[config.mk]
export PLATFORM = sky130hd
export DESIGN_NAME = fb_write_scheduler
export DESIGN_NICKNAME = d
export VERILOG_FILES = /design/src/rtl/rt_pkg.sv /design/src/rtl/fb_sweep_counter.sv /design/src/rtl/fb_write_scheduler.sv
export SDC_FILE = /design/constraint.sdc
export NUM_CORES = 1
export LEC_CHECK = 0
export BUFFER_PORTS_ARGS = -buffer_cell sky130_fd_sc_hd__buf_4
export CAP_MARGIN = 20
export CORE_MARGIN = 2
export CORE_UTILIZATION = 41
export CTS_CLUSTER_SIZE = 8
export DETAILED_ROUTE_END_ITERATION = 8
export SLEW_MARGIN = 10
export SYNTH_ARGS = -nofsm -noshare
export SYNTH_HDL_FRONTEND = slang
export SYNTH_SLANG_ARGS = --single-unit
export TNS_END_PERCENT = 5
[constraint.sdc]
create_clock -name clk -period 3.1 [get_ports clk]
set_input_delay 0.31 -clock clk [delete_from_list [all_inputs] [get_ports clk]]
set_output_delay 0.31 -clock clk [all_outputs]
set_load 0.03 [all_outputs]
[src/rtl/rt_pkg.sv]
// Packet definitions shared by the SPI front end and the frame-buffer controllers.
package rt_pkg;

    typedef enum logic [1:0] {
        PKT_NOP   = 2'b00,
        PKT_PIXEL = 2'b01,
        PKT_CLEAR = 2'b10,
        PKT_SWAP  = 2'b11
    } pkt_type_e;

    localparam int PKT_V_LSB = 24;
    localparam int PKT_H_LSB = 16;

    function automatic logic [7:0] pkt_v(input logic [31:0] d);
        return d[PKT_V_LSB +: 8];
    endfunction

    function automatic logic [7:0] pkt_h(input logic [31:0] d);
        return d[PKT_H_LSB +: 8];
    endfunction

    // 12-bit color is scattered across three nibbles of the packet word.
    function automatic logic [11:0] pkt_color(input logic [31:0] d);
        return {d[3:0], d[15:12], d[11:8]};
    endfunction

endpackage

[src/rtl/fb_sweep_counter.sv]
// Raster position counter for the CLEAR sweep: h inner, v outer, stops at the last pixel.
module fb_sweep_counter #(
    parameter int H_SIZE = 160,
    parameter int V_SIZE = 120
) (
    input  logic       clk,
    input  logic       rst_n,
    input  logic       i_clr,
    input  logic       i_en,
    output logic [7:0] o_h_nxt,
    output logic [7:0] o_v_nxt,
    output logic       o_last
);

    localparam logic [7:0] H_MAX = 8'(H_SIZE - 1);
    localparam logic [7:0] V_MAX = 8'(V_SIZE - 1);

    logic [7:0] r_h;
    logic [7:0] r_v;
    logic       w_h_end;

    assign w_h_end = (r_h == H_MAX);
    assign o_last  = w_h_end && (r_v == V_MAX);
    assign o_h_nxt = w_h_end ? 8'd0 : r_h + 8'd1;
    assign o_v_nxt = w_h_end ? r_v + 8'd1 : r_v;

    always_ff @(posedge clk or negedge rst_n) begin
        if (!rst_n) begin
            r_h <= 8'd0;
            r_v <= 8'd0;
        end else if (i_clr) begin
            r_h <= 8'd0;
            r_v <= 8'd0;
        end else if (i_en && !o_last) begin
            r_h <= o_h_nxt;
            r_v <= o_v_nxt;
        end
    end

endmodule

[src/rtl/fb_write_scheduler.sv]
// Drains the packet FIFO into the back frame buffer: pixel writes, full clears and
// vsync-aligned buffer swaps, one packet in flight at a time.
module fb_write_scheduler
    import rt_pkg::*;
#(
    parameter int H_SIZE = 160,
    parameter int V_SIZE = 120
) (
    input  logic        clk,
    input  logic        rst_n,
    input  logic        fifo_empty,
    input  logic [31:0] fifo_dout,
    input  logic [1:0]  fifo_type,
    input  logic        vsync_start,
    output logic        fifo_re,
    output logic        fb_we,
    output logic [15:0] fb_addr,
    output logic [11:0] fb_data,
    output logic        disp_sel,
    output logic        busy,
    output logic        frame_done,
    output logic [7:0]  drop_cnt
);

    localparam logic [2:0] S_IDLE    = 3'd0;
    localparam logic [2:0] S_FETCH   = 3'd1;
    localparam logic [2:0] S_DECODE  = 3'd2;
    localparam logic [2:0] S_CLEAR   = 3'd3;
    localparam logic [2:0] S_WAIT_VS = 3'd4;

    logic [2:0]  r_state;
    pkt_type_e   r_type;
    logic [11:0] r_color;
    logic        r_we;
    logic [15:0] r_addr;
    logic [11:0] r_data;
    logic        r_disp;
    logic [7:0]  r_drop;

    logic [7:0]  w_h;
    logic [7:0]  w_v;
    logic [11:0] w_color;
    logic        w_in_range;
    logic [7:0]  w_sw_h_nxt;
    logic [7:0]  w_sw_v_nxt;
    logic        w_sw_last;
    logic        w_unused;

    assign w_h        = pkt_h(fifo_dout);
    assign w_v        = pkt_v(fifo_dout);
    assign w_color    = pkt_color(fifo_dout);
    assign w_in_range = (int'(w_h) < H_SIZE) && (int'(w_v) < V_SIZE);
    assign w_unused   = ^fifo_dout[7:4];

    fb_sweep_counter #(.H_SIZE(H_SIZE), .V_SIZE(V_SIZE)) u_sweep (
        .clk     (clk),
        .rst_n   (rst_n),
        .i_clr   (r_state == S_DECODE),
        .i_en    (r_state == S_CLEAR),
        .o_h_nxt (w_sw_h_nxt),
        .o_v_nxt (w_sw_v_nxt),
        .o_last  (w_sw_last)
    );

    // Read strobe is combinational so the FIFO sees it in the same IDLE cycle the
    // decision is made; gating with rst_n keeps it quiet while reset is held.
    assign fifo_re    = rst_n && (r_state == S_IDLE) && !fifo_empty;
    assign busy       = (r_state != S_IDLE);
    assign frame_done = (r_state == S_WAIT_VS) && vsync_start;
    assign fb_we      = r_we;
    assign fb_addr    = r_addr;
    assign fb_data    = r_data;
    assign disp_sel   = r_disp;
    assign drop_cnt   = r_drop;

    always_ff @(posedge clk or negedge rst_n) begin
        if (!rst_n) begin
            r_state <= S_IDLE;
            r_type  <= PKT_NOP;
            r_color <= 12'd0;
            r_we    <= 1'b0;
            r_addr  <= 16'd0;
            r_data  <= 12'd0;
            r_disp  <= 1'b0;
            r_drop  <= 8'd0;
        end else begin
            r_we <= 1'b0;
            case (r_state)
                S_IDLE: begin
                    if (!fifo_empty) r_state <= S_FETCH;
                end
                // FIFO data is valid here; a pixel write is registered now so that
                // fb_we is high during the DECODE cycle.
                S_FETCH: begin
                    r_type  <= pkt_type_e'(fifo_type);
                    r_color <= w_color;
                    r_state <= S_DECODE;
                    if (pkt_type_e'(fifo_type) == PKT_PIXEL) begin
                        if (w_in_range) begin
                            r_we   <= 1'b1;
                            r_addr <= {w_h, w_v};
                            r_data <= w_color;
                        end else if (r_drop != 8'hFF) begin
                            r_drop <= r_drop + 8'd1;
                        end
                    end
                end
                S_DECODE: begin
                    case (r_type)
                        PKT_CLEAR: begin
                            r_state <= S_CLEAR;
                            r_we    <= 1'b1;
                            r_addr  <= 16'd0;
                            r_data  <= r_color;
                        end
                        PKT_SWAP: r_state <= S_WAIT_VS;
                        default:  r_state <= S_IDLE;
                    endcase
                end
                S_CLEAR: begin
                    if (w_sw_last) begin
                        r_state <= S_IDLE;
                    end else begin
                        r_we   <= 1'b1;
                        r_addr <= {w_sw_h_nxt, w_sw_v_nxt};
                    end
                end
                S_WAIT_VS: begin
                    if (vsync_start) begin
                        r_disp  <= ~r_disp;
                        r_state <= S_IDLE;
                    end
                end
                default: r_state <= S_IDLE;
            endcase
        end
    end

endmodule
==> flow_metrics.tcl <==
set metrics [dict create \
    num_antenna_cells 0 \
    place_area_um2 4198 \
    cts_setup_buffers 0 \
    worst_pin_slew_ns 0.9047 \
    num_rows 34 \
    routed_wl_um 7830 \
    drtIter0Drc 178 \
    design_area_um2 4422 \
    fillers 816 \
    clk_path_buf_depth 2 \
    fin_setup_tns_ns 0 \
    syn_area_um2 3567 \
    routed_via_density 5.301 \
    mostFrequentLayoutCells "buf_4, dfrtp_1, nor2_1, nand2_1, a21oi_1" \
    routabilityCongestion 0.8464 \
    path_clk_slew_ns 0.07 \
    die-area_um2 9462 \
    wl_per_cell_um 14.91 \
    hold_buffers 0 \
    ant_nets 0 \
    root_buffer "clkbuf_8" \
    syn-num-nets 382 \
    fin_skew_ns 0.009345 \
    synth_edf_count 0 \
    crit_path_end_kind "flop" \
    synth_warnings 0 \
    finalSetupViolCount 0 \
    grt_setup_unrepaired "false" \
    critPathLaunchType "flop" \
    cts_tree "done" \
    path_class "reg -> reg" \
    nets 453 \
    p_leak_nw 1.976 \
    ys_async_sr_fraction_pct 100.0 \
    antenna_found_initial 0 \
    fp.dieH_um 97.28 \
    hpwl_um 5454 \
    critPathRequiredTime_ns 3.33 \
    synthCells 341 \
    cts_resized 0 \
    drt_first_pass_iters 4 \
    synth_cell_types 53 \
    vias 2783 \
    grt_pass1_wl_um 13460 \
    relSlewSlack_pct 39.68 \
    critical_path.max_fanout 20 \
    max_freq_ghz 0.4216 \
    insertion_delay_ns 0.34 \
    synth.yosys.seq_area_share_pct 49.81 \
    grt_max_degree 72 \
    ys_ff_latch 71 \
    status "completed" \
    track_usage_pct 17.57 \
    peakVddDrop_mv 0.4124 \
    syn_area_per_cell_um2 10.46 \
    power_density_nw_per_um2 951.2 \
    drv_slew 0 \
    final_common_cell "buf_4" \
    hold_path_class "in -> reg" \
    coreArea_um2 8593 \
    boundaryPins 79 \
    crit_arrival_ns 2.60 \
    min_period_ns 2.372 \
    area.growth.synth_to_final_pct 23.96 \
    route.detailed.drc 0 \
    synth_flop_cell "dfrtp_1" \
    die_w_um 97.28 \
    cts_buffers 9 \
    grt-ovfl-total 0 \
    io_buffers 74 \
    grt_pass1_vias 2699 \
    finalHoldViolations 0 \
    start_util_pct 41.51 \
    drive_gt1_share_pct 29.02 \
    min_period_over_period_pct 76.52 \
    cts.sinks 71 \
    drv_cap 0 \
    h-tree-depth 3 \
]
-- critical path, stage by stage (launching register included) --
cell and delay, ns:
dfrtp_1 0.42, ha_1 0.32, nand4_2 0.24, nor4_4 0.37
o211ai_2 0.40, buf_4 0.33, o21a_1 0.17
-- synthesized netlist by cell type (all sizes together), types with 4 or more instances --
| cell type | count | area (um^2) |
|---|---|---|
| and2 | 4 | 25.02 |
| inv | 5 | 18.77 |
| a22oi | 7 | 52.55 |
| mux2i | 13 | 130.1 |
| nand3 | 8 | 50.05 |
| o21ai | 16 | 80.08 |
| xnor2 | 11 | 96.34 |
| nor3 | 7 | 45.04 |
| dfrtp | 71 | 1777 |
| and4 | 4 | 35.03 |
| nor2 | 34 | 130.1 |
| mux2 | 16 | 180.2 |
| o31ai | 4 | 30.03 |
| o21a | 4 | 30.03 |
| buf | 18 | 101.3 |
| nand2 | 29 | 108.9 |
| nand4 | 8 | 56.30 |
| xor2 | 9 | 78.83 |
| a21oi | 26 | 130.1 |
-- worst paths after layout --
| kind | start | end | slack (ns) | cells after the start |
|---|---|---|---|---|
| min in group asynchronous | rst_n | fb_data[8] | 0.19 | 2 |
| hold / removal | fifo_empty | r_state[0] | 0.18 | 2 |
| hold reg to reg | disp_sel | disp_sel | 0.47 | 1 |
| max in group asynchronous | rst_n | u_sweep.r_v[2] | 2.32 | 2 |
| setup / recovery | u_sweep.r_h[0] | fb_addr[0] | 0.73 | 6 |
| setup reg to reg | u_sweep.r_h[0] | fb_addr[0] | 0.73 | 6 |
-- cells by family (layout without fill, tap and decap cells) --
group           Yosys count  in the layout  share of synthesized area (%)
compound gates           77             77                          13.75
mux                      29             29                          8.698
buf+inv                  26            102                          3.683
flops                    71             71                          49.81
xor+xnor                 20             20                          4.911
fa+ha+maj                 3              3                          1.052
simple gates            115            115                          18.10
-- sequential cells by signal, summed over array words and instances (netlist names) --
register	count
u_sweep.r_h	8
u_sweep.r_v	8
drop_cnt	8
fb_addr	16
fb_we	1
fb_data	12
r_color	12
r_type	2
disp_sel	1
r_state	3
-- per-layer routing --
layer	track usage (%)	part of all wire [%]	up-vias
met5	0	0	-
met4	4.808	1.1	0
met3	6.115	6.7	8
met2	25.85	44	74
met1	24.85	48	1334
li1	-	-	1367
-- per-stage QoR --
stage	hold slack, ns	setup slack [ns]	utilization [%]	total power [mW]	cells
2_1_floorplan	0.01441	0.9447	-	2.800	341
3_3_place_gp	0.4575	0.7545	48.85	3.377	509
3_5_place_dp	0.4626	0.7428	48.85	3.417	509
4_1_cts	0.1749	0.7100	51.46	4.264	525
5_1_grt	0.1867	0.4934	51.46	4.522	525
6_report	0.1841	0.7279	51.46	4.206	525
-- report_power, final --
group	leakage [nW]	switching [mW]	internal (mW)	total (mW)
Sequential	0.875	0.238	1.26	1.50
Clock	0.114	0.332	0.497	0.829
Combinational	0.987	1.10	0.776	1.88
-- cell type report --
| cell class | instances | area [um^2] | share of cell area (%) |
|---|---|---|---|
| Tap cell | 108 | 135.1 | 3.056 |
| Timing Repair Buffer | 81 | 608.1 | 13.75 |
| Clock buffer | 13 | 158.9 | 3.594 |
| Clock inverter | 3 | 65.06 | 1.471 |
| Inverter | 5 | 18.77 | 0.4244 |
| Multi-Input combinational cell | 244 | 1659 | 37.52 |
| Sequential cell | 71 | 1777 | 40.18 |
Power figures use the tool's default switching activity.
